[config.mk]
export PLATFORM = sky130hd
export DESIGN_NAME = sum_datapath
export DESIGN_NICKNAME = d
export VERILOG_FILES = /design/src/rtl/sum_datapath.sv
export SDC_FILE = /design/constraint.sdc
export NUM_CORES = 1
export LEC_CHECK = 0
export CORE_MARGIN = 2
export CORE_UTILIZATION = 57
export CTS_BUF_LIST = sky130_fd_sc_hd__clkbuf_2
export DETAILED_ROUTE_END_ITERATION = 8
export PLACE_DENSITY = 0.88
export SLEW_MARGIN = 20
export SYNTH_ARGS = -nofsm -noshare
export SYNTH_HDL_FRONTEND = slang
export SYNTH_SLANG_ARGS = --single-unit
[constraint.sdc]
create_clock -name clk -period 5.4 [get_ports clk]
set_input_delay 1.08 -clock clk [delete_from_list [all_inputs] [get_ports clk]]
set_output_delay 1.08 -clock clk [all_outputs]
set_load 0.1 [all_outputs]
[src/rtl/sum_datapath.sv]
//----------------------------------------------------------------------------
//  Module      : sum_datapath
//  Description : Datapath for the summation unit. Computes
//                S = N + (N-1) + ... + 1 under control of the 2-bit
//                summation FSM ({m1,m0}). It returns the zero-detect flag
//                nill to that FSM, captures the final sum on entry to DONE
//                and pulses done for one cycle.
//                Optional feature macro: SUMDP_OVERFLOW_EN
//                  defined   -> sticky overflow output is present
//                  undefined -> accumulator wraps silently, no overflow port
//  Revision    : 1.0  initial release
//----------------------------------------------------------------------------
`default_nettype none

module sum_datapath #(
  parameter int WIDTH     = 8,
  parameter int SUM_WIDTH = 2 * WIDTH
) (
  input  logic                 clk,
  input  logic                 rst,
  input  logic                 m0,
  input  logic                 m1,
  input  logic [WIDTH-1:0]     din,
  output logic                 nill,
  output logic                 busy,
  output logic [SUM_WIDTH-1:0] acc,
  output logic [SUM_WIDTH-1:0] result,
  output logic                 done
`ifdef SUMDP_OVERFLOW_EN
  ,
  output logic                 overflow
`endif
);

  // Control codes issued by the summation FSM, encoded as {m1,m0}.
  localparam logic [1:0] C_CTRL_LOAD = 2'b00;
  localparam logic [1:0] C_CTRL_TEST = 2'b01;
  localparam logic [1:0] C_CTRL_ACC  = 2'b10;
  localparam logic [1:0] C_CTRL_DONE = 2'b11;

  localparam logic [WIDTH-1:0] C_N_ONE = WIDTH'(1);

  logic [1:0]           w_ctrl;
  logic                 w_n_zero;
  logic [SUM_WIDTH-1:0] w_n_ext;
  logic [SUM_WIDTH-1:0] w_acc_sum;

  logic [WIDTH-1:0]     n_q,         n_d;
  logic [SUM_WIDTH-1:0] s_q,         s_d;
  logic [SUM_WIDTH-1:0] result_q,    result_d;
  logic                 done_q,      done_d;
  logic [1:0]           prev_ctrl_q;

  assign w_ctrl   = {m1, m0};
  assign w_n_zero = (n_q == {WIDTH{1'b0}});

  // Counter is zero-extended to the accumulator width before the add.
  generate
    if (SUM_WIDTH > WIDTH) begin : g_ext_pad
      assign w_n_ext = {{(SUM_WIDTH - WIDTH){1'b0}}, n_q};
    end else begin : g_ext_same
      assign w_n_ext = n_q[SUM_WIDTH-1:0];
    end
  endgenerate

`ifdef SUMDP_OVERFLOW_EN
  // One extra bit keeps the carry-out so the sticky flag can observe it.
  logic [SUM_WIDTH:0] w_sum_wide;
  logic               w_carry;
  logic               overflow_q;

  assign w_sum_wide = {1'b0, s_q} + {1'b0, w_n_ext};
  assign w_acc_sum  = w_sum_wide[SUM_WIDTH-1:0];
  assign w_carry    = w_sum_wide[SUM_WIDTH];
`else
  // Carry beyond SUM_WIDTH is simply dropped.
  assign w_acc_sum  = s_q + w_n_ext;
`endif

  // Next-state decode of the counter, accumulator and done capture.
  always_comb begin
    n_d      = n_q;
    s_d      = s_q;
    result_d = result_q;
    done_d   = 1'b0;

    case (w_ctrl)
      C_CTRL_LOAD: begin
        n_d = din;
        s_d = {SUM_WIDTH{1'b0}};
      end
      C_CTRL_ACC: begin
        // An ACC with N already zero is an FSM protocol slip; hold rather
        // than let the counter wrap to all-ones.
        if (!w_n_zero) begin
          s_d = w_acc_sum;
          n_d = n_q - C_N_ONE;
        end
      end
      C_CTRL_TEST,
      C_CTRL_DONE: begin
        n_d = n_q;
        s_d = s_q;
      end
      default: begin
        n_d = n_q;
        s_d = s_q;
      end
    endcase

    // Only the first cycle of a DONE run captures and pulses.
    if ((w_ctrl == C_CTRL_DONE) && (prev_ctrl_q != C_CTRL_DONE)) begin
      result_d = s_q;
      done_d   = 1'b1;
    end
  end

  // Datapath registers; reset overrides every control code.
  always_ff @(posedge clk) begin
    if (rst) begin
      n_q         <= {WIDTH{1'b0}};
      s_q         <= {SUM_WIDTH{1'b0}};
      result_q    <= {SUM_WIDTH{1'b0}};
      done_q      <= 1'b0;
      prev_ctrl_q <= C_CTRL_LOAD;
    end else begin
      n_q         <= n_d;
      s_q         <= s_d;
      result_q    <= result_d;
      done_q      <= done_d;
      prev_ctrl_q <= w_ctrl;
    end
  end

`ifdef SUMDP_OVERFLOW_EN
  // Sticky overflow: set by any carrying ACC, cleared only by reset or LOAD.
  always_ff @(posedge clk) begin
    if (rst) begin
      overflow_q <= 1'b0;
    end else if (w_ctrl == C_CTRL_LOAD) begin
      overflow_q <= 1'b0;
    end else if ((w_ctrl == C_CTRL_ACC) && !w_n_zero && w_carry) begin
      overflow_q <= 1'b1;
    end
  end

  assign overflow = overflow_q;
`endif

  assign nill   = w_n_zero;
  assign busy   = m1 ^ m0;
  assign acc    = s_q;
  assign result = result_q;
  assign done   = done_q;

endmodule

`default_nettype wire

==> reports/qor.yml, run 1 <==
status: "finished clean"
wl_per_cell_um: 14.4
fillers: 318
async_reset_ff_share_pct: 0
cts_buffers: 5
cts_root_buf: "clkbuf_2"
p_comb_share_pct: 20.7
port-buffer-count: 46
die-width_um: 67.0
p_clk_share_pct: 32.2
numClockSinks: 43
clkTransAtPathRegs_ps: 220
crit_path_max_fanout: 4
antenna_found_initial: 0
dr.pass1.iters: 4
cts_setup_buffers: 0
dr_total_vias: 2150
finalSetupViolCount: 0
critPathCaptureType: "output pin"
multiInputGateArea_um2: 1310
syn_to_final_growth_pct: 24.9
syn_inst: 282
dieArea_um2: 4490
fin_hold_ws_ps: 468
drt_iter0_drc: 202
start_kind: "register"
ir_drop_mv: 0.183
overflow: 0
cts_max_level: 2
ant_nets: 0
worst_pin_slew_ps: 979
crit_type: "reg -> out"
regArea_um2: 861
synthTopCellsByArea: "dfxtp_1 (38%), nand2_1 (8.1%), a21oi_1 (7.5%)"
cp.required_ps: 4320
skew_ps: 21.8
n_antenna_cell: 0
min_path_type: "reg -> reg"
cts_tree: "built"
synth_edf_count: 0
globalplace.congestion: 0.894
wl_um: 5360
final_common_cell: "nand2_1"
rsz0062_at_grt: "false"
avgSynthCellArea_um2: 8.02
drive_gt1_share_pct: 5.85
drc_errors: 0
relSlewSlack_pct: 34.5
syn_area_um2: 2260
ys_types: 47
clock_latency_ps: 410
maxSlewViolCount: 0
p_leak_nw: 1.02
post_cts_resized: 0
yosys.area.top_type_share_pct: 38.1
cp_data_arrival_time_ps: 3000
finalPower_w: 0.000723
p_sw_w: 0.000217
timing.final.crit_period_ps: 4080
p_int_w: 0.000505
finalCritPeriodShare_pct: 75.6
start_util_pct: 60.4
ys_seq_area_share_pct: 38.1
powerDensity_nw_per_um2: 256
ctsLongestPathBuffers: 2
postSynthNetCount: 308
fmax_mhz: 245
grt_pass1_vias: 1844
final.setup.tns_ps: 0
max_cap_violations: 0
p_seq_share_pct: 47.1
yosys.area.top_type: "dfxtp_1"
yosysWarnings: 0
grt_pass1_wl_um: 8800
core_area_um2: 3740
pin_count: 47
holdBufCountCts: 0
grt_start_max_net_pins: 44
rows: 22
die_h_um: 67.0
final_cell_mix: "nand2_1 (49), clkdlybuf4s50_1 (45), dfxtp_1 (43)"
drt-vias-per-instance: 5.76
grt_use_total_pct: 26.1
hold_viol: 0
place_inst: 365
switching_share_pct: 30.0
fin_cells: 373
hpwlAfterDp_um: 3880
fin_nets: 350
ys.flop_type: "dfxtp_1"
ys_ff_latch: 43
-- registers in the layout, indices dropped and copies added, names as in the netlist --
signal	cells
result	16
prev_ctrl_q	2
done	1
n_q	8
acc	16
-- routing by layer --
| metal | vias to the layer above | track usage, % | share of wire, % |
|---|---|---|---|
| li1 | 1077 | - | - |
| met1 | 999 | 36.4 | 46 |
| met2 | 70 | 40.8 | 47 |
| met3 | 4 | 5.24 | 5.8 |
| met4 | 0 | 7.14 | 0.69 |
| met5 | - | 0 | 0 |
-- synth_stat cells, drive strengths merged (4+ instances only) --
| master | count |
|---|---|
| xnor2 | 4 |
| a21o | 4 |
| o31ai | 4 |
| or3 | 6 |
| nand3b | 5 |
| a211oi | 5 |
| xor2 | 5 |
| inv | 9 |
| ha | 13 |
| a21oi | 35 |
| clkbuf | 11 |
| dfxtp | 43 |
| nor2 | 22 |
| o21ai | 10 |
| nand3 | 10 |
| nand2 | 49 |
| nor3 | 7 |
-- power by group through the flow --
stage	registers (W)	clock network [W]	logic [W]
floorplan	0.000356	0	0.000102
global placement	0.000346	0	0.000146
detailed placement	0.000346	0	0.000147
CTS	0.000340	0.000237	0.000148
global route	0.000342	0.000251	0.000163
finish	0.000340	0.000233	0.000149
-- cells by family after synthesis --
| kind of cell | count (synthesis) | share of synthesized area (%) |
|---|---|---|
| AOI/OAI and AO/OA | 71 | 19.9 |
| adders and majority gates | 14 | 8.08 |
| buffers and inverters | 22 | 3.98 |
| DFF | 43 | 38.1 |
| and+or+nand+nor | 122 | 26.1 |
| xor gates and xnor gates | 9 | 3.48 |
| muxes | 1 | 0.442 |
-- layout make-up --
| type | instances | area share, % |
|---|---|---|
| clock buffers | 6 | 1.06 |
| repair buffers | 47 | 16.5 |
| multi-input cells | 217 | 46.4 |
| flip-flops and latches | 43 | 30.5 |
| inverters | 10 | 1.33 |
| clock inverters | 2 | 2.13 |
| well taps | 48 | 2.13 |
-- final timing paths --
kind,from,slack [ps],to,depth (start not counted)
max,n_q[1],1320,nill,5
min,result[13],470,result[13],2
max reg2reg,n_q[1],2970,acc[10],7
min reg2reg,result[13],470,result[13],2
-- worst max-delay path, cell delays in order, from the launching register on --
cell	delay, ps
dfxtp_1	390
inv_1	150
ha_1	230
or3b_2	530
nor2_1	140
clkdlybuf4s50_1	1150
-- through the flow --
stage	area (um^2)	worst slack, ps	utilization (%)
6_report	2830	1320	75.5
3_5_place_dp	2740	1720	73.1
4_1_cts	2830	1330	75.5
3_3_place_gp	2740	1780	73.1
5_1_grt	2830	1210	75.5
2_1_floorplan	2260	1930	-
Power figures use the tool's default switching activity.
==> run 2: changes to the inputs <==
--- a/config.mk
+++ b/config.mk
@@ -6,10 +6,10 @@
 export NUM_CORES = 1
 export LEC_CHECK = 0
 export CORE_MARGIN = 2
-export CORE_UTILIZATION = 57
+export CORE_UTILIZATION = 53
 export CTS_BUF_LIST = sky130_fd_sc_hd__clkbuf_2
 export DETAILED_ROUTE_END_ITERATION = 8
-export PLACE_DENSITY = 0.88
+export PLACE_DENSITY = 0.82
 export SLEW_MARGIN = 20
 export SYNTH_ARGS = -nofsm -noshare
 export SYNTH_HDL_FRONTEND = slang
==> constraint.sdc (replaced) <==
create_clock -name clk -period 3.84 [get_ports clk]
set_input_delay 0.768 -clock clk [delete_from_list [all_inputs] [get_ports clk]]
set_output_delay 0.768 -clock clk [all_outputs]
set_load 0.1 [all_outputs]
==> run 2 against run 1 <==
Net effect: core utilization fell by 5.5 points; cell area rose by 0.53%; clock power rose by 41%; highest routed layer unchanged.
==> reports/qor.yml, run 2 (synthesis gave the netlist of run 1 again) <==
status: "finished clean"
dp_slack_ps: 742  # -973 ps
cp_data_arrival_time_ps: 2120  # -880 ps
maxSlewViolCount: 0  # unchanged
antenna_found_initial: 0  # unchanged
grt_pass1_vias: 2011  # +9.1%
overflow: 0  # unchanged
dr.pass1.iters: 4  # unchanged
ir_drop_mv: 0.258  # +41%
ctsLongestPathBuffers: 2  # unchanged
core_area_um2: 4060  # +8.4%
crit_type: "reg -> out"
cp_num_buf_inv: 1  # -1
clock_latency_ps: 420  # about the same
clkTransAtPathRegs_ps: 220  # about the same
rows: 23  # +4.5%
cts_max_level: 2  # unchanged
worst_pin_slew_ps: 980  # +0.394 ps
min_path_type: "reg -> reg"
drive_gt1_share_pct: 6.73  # +0.88 points
switching_share_pct: 30.3  # +0.21 points
grt_pass1_wl_um: 9230  # +4.9%
cts_tree: "built"
drt-vias-per-instance: 5.69  # -1.3%
p_sw_w: 0.000309  # +42%
post_cts_resized: 0  # unchanged
cts_buffers: 5  # unchanged
dr_total_vias: 2144  # -0.28%
hpwlAfterDp_um: 4030  # +3.9%
powerDensity_nw_per_um2: 359  # +41%
cp_top_family: "buffers and inverters"
final_cell_area_um2: 2840  # +0.53%
wl_per_cell_um: 14.8  # +2.8%
r2r_start: "acc[0]"
drc_errors: 0  # unchanged
cpMaxStageDelayCell: "clkdlybuf4s50_1"
die_h_um: 69.3  # +3.5%
globalplace.congestion: 0.919  # +2.7%
finalPower_w: 0.00102  # +41%
finalCritPeriodShare_pct: 75.2
cp.required_ps: 3070  # -1250 ps
final_cell_mix: "nand2_1 (49), clkdlybuf4s50_1 (44), dfxtp_1 (43)"
wl_um: 5570  # +3.9%
pin_count: 47  # unchanged
placed_cell_area_um2: 2750  # +0.55%
place_inst: 369  # +1.1%
path_cells: "clkdlybuf4s50_1"
skew_ps: 11.3  # -10.5 ps
grt_start_max_net_pins: 44  # unchanged
fin_nets: 352  # +0.57%
die-width_um: 69.3  # +3.5%
start_util_pct: 55.8  # -4.7 points
min_from: "result[13]"
dieArea_um2: 4810  # +7.1%
cts_setup_buffers: 0  # unchanged
p_comb_share_pct: 20.9  # +0.2 points
final_common_cell: "nand2_1"
grt_use_total_pct: 23.7  # -2.4 points
timing.final.crit_period_ps: 2890
relSlewSlack_pct: 34.5  # about the same
finalSetupViolCount: 0  # unchanged
holdBufCountCts: 0  # unchanged
p_leak_nw: 1.03  # +1.1%
n_antenna_cell: 0  # unchanged
hold_viol: 0  # unchanged
crit_start: "acc[8]"
syn_to_final_growth_pct: 25.6
critPathCaptureType: "output pin"
crit_path_max_fanout: 7  # +3
max_cap_violations: 0  # unchanged
final.setup.tns_ps: 0  # unchanged
ant_nets: 0  # unchanged
p_int_w: 0.000712  # +41%
drt_iter0_drc: 250  # +24%
p_seq_share_pct: 46.9  # -0.2 points
rsz0062_at_grt: "false"
cts_root_buf: "clkbuf_2"
fmax_mhz: 346
max_stage_delay_ps: 1190  # +40 ps
setup_ws_ps: 954  # -362 ps
p_clk_share_pct: 32.2  # about the same
start_kind: "register"
fin_cells: 377  # +1.1%
port-buffer-count: 46  # unchanged
numClockSinks: 43  # unchanged
## run 2: power groups by stage
stage,logic (W),registers [W],clock network [W]
after global placement,0.000207,0.000486,0
after detailed placement,0.000210,0.000487,0
after global routing,0.000228,0.000480,0.000355
final,0.000213,0.000479,0.000329
after floorplan,0.000143,0.000500,0
after CTS,0.000211,0.000478,0.000333
## run 2: layout make-up
| cell class | count | area, um^2 |
|---|---|---|
| multi-input combinational | 217 | 1310 |
| fill | 352 | 1220 |
| clock inverter | 2 | 60.1 |
| timing repair buffer | 49 | 478 |
| inverter | 10 | 37.5 |
| sequential | 43 | 861 |
| tap | 50 | 62.6 |
| clock buffer | 6 | 30.0 |
## run 2: through the flow
stage / hold WS [ps] / utilization [%]
after global routing: 501 / 70.0
after global placement: 442 / 67.8
after CTS: 473 / 70.0
after detailed placement: 449 / 67.8
after floorplan: 462 / -
final: 469 / 70.0
## run 2: worst paths after layout
| path | endpoint | slack, ps | depth (start not counted) |
|---|---|---|---|
| setup / recovery | acc[8] | 950 | 1 |
| hold / removal | result[13] | 470 | 2 |
| hold reg to reg | result[13] | 470 | 2 |
| setup reg to reg | acc[14] | 1550 | 8 |
## run 2: tightest hold or removal path, cell delays in order (launching register included)
cell and delay, ps:
dfxtp_1 360, nand2_1 50, a21oi_1 50
## run 2: metal layers
metal / share of wire [%] / global-route usage, % / vias to the layer above
li1: - / - / 1079
met1: 44 / 28.8 / 983
met2: 48 / 39.5 / 66
met3: 5.4 / 4.65 / 16
met4: 2.0 / 12.4 / 0
met5: 0 / 0 / -
==> run 3: changes to the inputs <==
==> constraint.sdc (replaced) <==
create_clock -name clk -period 2.8 [get_ports clk]
set_input_delay 0.56 -clock clk [delete_from_list [all_inputs] [get_ports clk]]
set_output_delay 0.56 -clock clk [all_outputs]
set_load 0.1 [all_outputs]
==> run 3 against run 2 <==
Net effect: non-clock buffer count up 4; sequential power up 37%; global-route usage down 1.1 points; flip-flop and latch count did not move; total power is 39% higher; hold slack better by 1.6 ps; die area unchanged; sequential share of layout area is 0.27 points higher; largest cell class unchanged; critical endpoint is now nill.
==> reports/qor.yml, run 3 (synthesis gave the netlist of run 1 again) <==
holdBufCountCts: 0  # unchanged
globalplace.congestion: 0.949  # +3.3%
drt-vias-per-instance: 5.64  # -0.91%
fin_hold_ws_ps: 471  # +1.59 ps
drt_iter0_drc: 176  # -30%
drive_gt1_share_pct: 18.1  # +11 points
core_area_um2: 4060  # unchanged
cts_buffers: 5  # unchanged
met3_length_um: 308  # +2.3%
fillers: 335  # -4.8%
fin_cells: 381  # +1.1%
grt_pass1_wl_um: 9020  # -2.2%
p_leak_nw: 1.13  # +9.1%
antenna_found_initial: 0  # unchanged
cts_root_buf: "clkbuf_2"
port-buffer-count: 46  # unchanged
wl_met1_um: 2410  # -2.0%
cts_max_level: 2  # unchanged
p_comb_share_pct: 21.7  # +0.8 points
dieArea_um2: 4810  # unchanged
post_cts_resized: 0  # unchanged
start_util_pct: 55.8  # unchanged
rrSetupSlack_ps: 530  # -1020 ps
min_from: "result[12]"
die-width_um: 69.3  # unchanged
ant_nets: 0  # unchanged
final.setup.tns_ps: 0  # unchanged
hpwlAfterDp_um: 3930  # -2.5%
max_stage_delay_ps: 520  # -670 ps
maxSlewViolCount: 0  # unchanged
overflow: 0  # unchanged
ctsLongestPathBuffers: 2  # unchanged
crit_path_max_fanout: 4  # -3
finalSetupViolCount: 0  # unchanged
p_clk_share_pct: 32.1  # about the same
grt_use_total_pct: 22.6  # -1.1 points
dr_total_vias: 2147  # +0.14%
clock_latency_ps: 400  # -20 ps
rsz0062_at_grt: "false"
cp.required_ps: 2240  # -830 ps
cts_tree: "built"
clkTransAtPathRegs_ps: 230  # about the same
syn_to_final_growth_pct: 24.4
worst_pin_slew_ps: 532  # -448 ps
wl_um: 5290  # -5.1%
hold_viol: 0  # unchanged
r2r-end: "acc[14]"
start_kind: "register"
cpMaxStageDelayCell: "or3b_2"
dr_wl_met2_um: 2490  # -7.6%
max_cap_violations: 0  # unchanged
grt_pass1_vias: 2040  # +1.4%
grt_start_max_net_pins: 43  # -2.3%
fmax_mhz: 389
fin_nets: 356  # +1.1%
cts_setup_buffers: 0  # unchanged
place_inst: 373  # +1.1%
n_antenna_cell: 0  # unchanged
drc_errors: 0  # unchanged
crit_type: "reg -> out"
ir_drop_mv: 0.362  # +40%
powerDensity_nw_per_um2: 504  # +40%
skew_ps: 10.8  # -0.556 ps
path_cells: "inv_1 -> ha_1 -> or3b_2 -> nor2_2 -> buf_12"
critPathCaptureType: "output pin"
finalPower_w: 0.00142  # +39%
hold_depth: 2  # unchanged
rows: 23  # unchanged
timing.final.crit_period_ps: 2570
numClockSinks: 43  # unchanged
dr.pass1.iters: 4  # unchanged
relSlewSlack_pct: 64.2  # +30 points
finalCritPeriodShare_pct: 91.9
holdPathEnd: "result[12]"
pin_count: 47  # unchanged
p_seq_share_pct: 46.2  # -0.7 points
wl_per_cell_um: 13.9  # -6.1%
min_path_type: "reg -> reg"
die_h_um: 69.3  # unchanged
final_cell_mix: "nand2_1 (49), dfxtp_1 (43), buf_4 (40)"
r2r_start: "acc[0]"
reg2reg_depth: 8  # unchanged
p_sw_w: 0.000427  # +38%
final_common_cell: "nand2_1"
p_int_w: 0.000992  # +39%
cp_data_arrival_time_ps: 2010  # -110 ps
switching_share_pct: 30.1  # -0.15 points
topRoutingLayerUsed: "met4"
status: "finished clean"
-- run 3: power groups by stage --
stage	sequential, W	clock (W)	combinational [W]
floorplan	0.000686	0	0.000198
global placement	0.000667	0	0.000304
detailed placement	0.000667	0	0.000305
CTS	0.000656	0.000459	0.000308
global route	0.000659	0.000483	0.000335
finish	0.000656	0.000455	0.000308
-- run 3: stage by stage --
| stage | setup WS, ps | area, um^2 | utilization [%] |
|---|---|---|---|
| floorplan | 83.5 | 2260 | - |
| global placement | 268 | 2730 | 67.2 |
| detailed placement | 165 | 2730 | 67.2 |
| CTS | 211 | 2820 | 69.4 |
| global route | 102 | 2820 | 69.4 |
| finish | 228 | 2820 | 69.4 |
-- run 3: critical path, delay by kind of cell (launching register included) --
family        cells  cell delay, ps
buf+inv           2             330
simple gates      2             690
fa+ha+maj         1             190
flops             1             390
-- run 3: cell type report --
type,count,area [um^2],share of cell area (%)
inverter,10,37.5,1.33
multi-input combinational,217,1310,46.7
clock inverter,2,60.1,2.13
tap,50,62.6,2.22
clock buffer,6,30.0,1.07
timing repair buffer,53,450,16.0
sequential,43,861,30.6
-- run 3: worst max path at each step --
stage / startpoint / depth (start not counted) / endpoint / slack [ps]
final: n_q[1] / 5 / nill / 230
after floorplan: acc[0] / 8 / acc[10] / 80
after CTS: n_q[1] / 5 / nill / 210
after detailed placement: m1 / 8 / acc[15] / 160
after global routing: n_q[1] / 5 / nill / 100
after global placement: m1 / 8 / acc[15] / 270
-- run 3: layer usage --
layer | GRT usage (%) | vias up
li1 | - | 1087
met2 | 38.5 | 67
met1 | 29.1 | 984
met3 | 4.65 | 9
met5 | 0 | -
met4 | 6.10 | 0
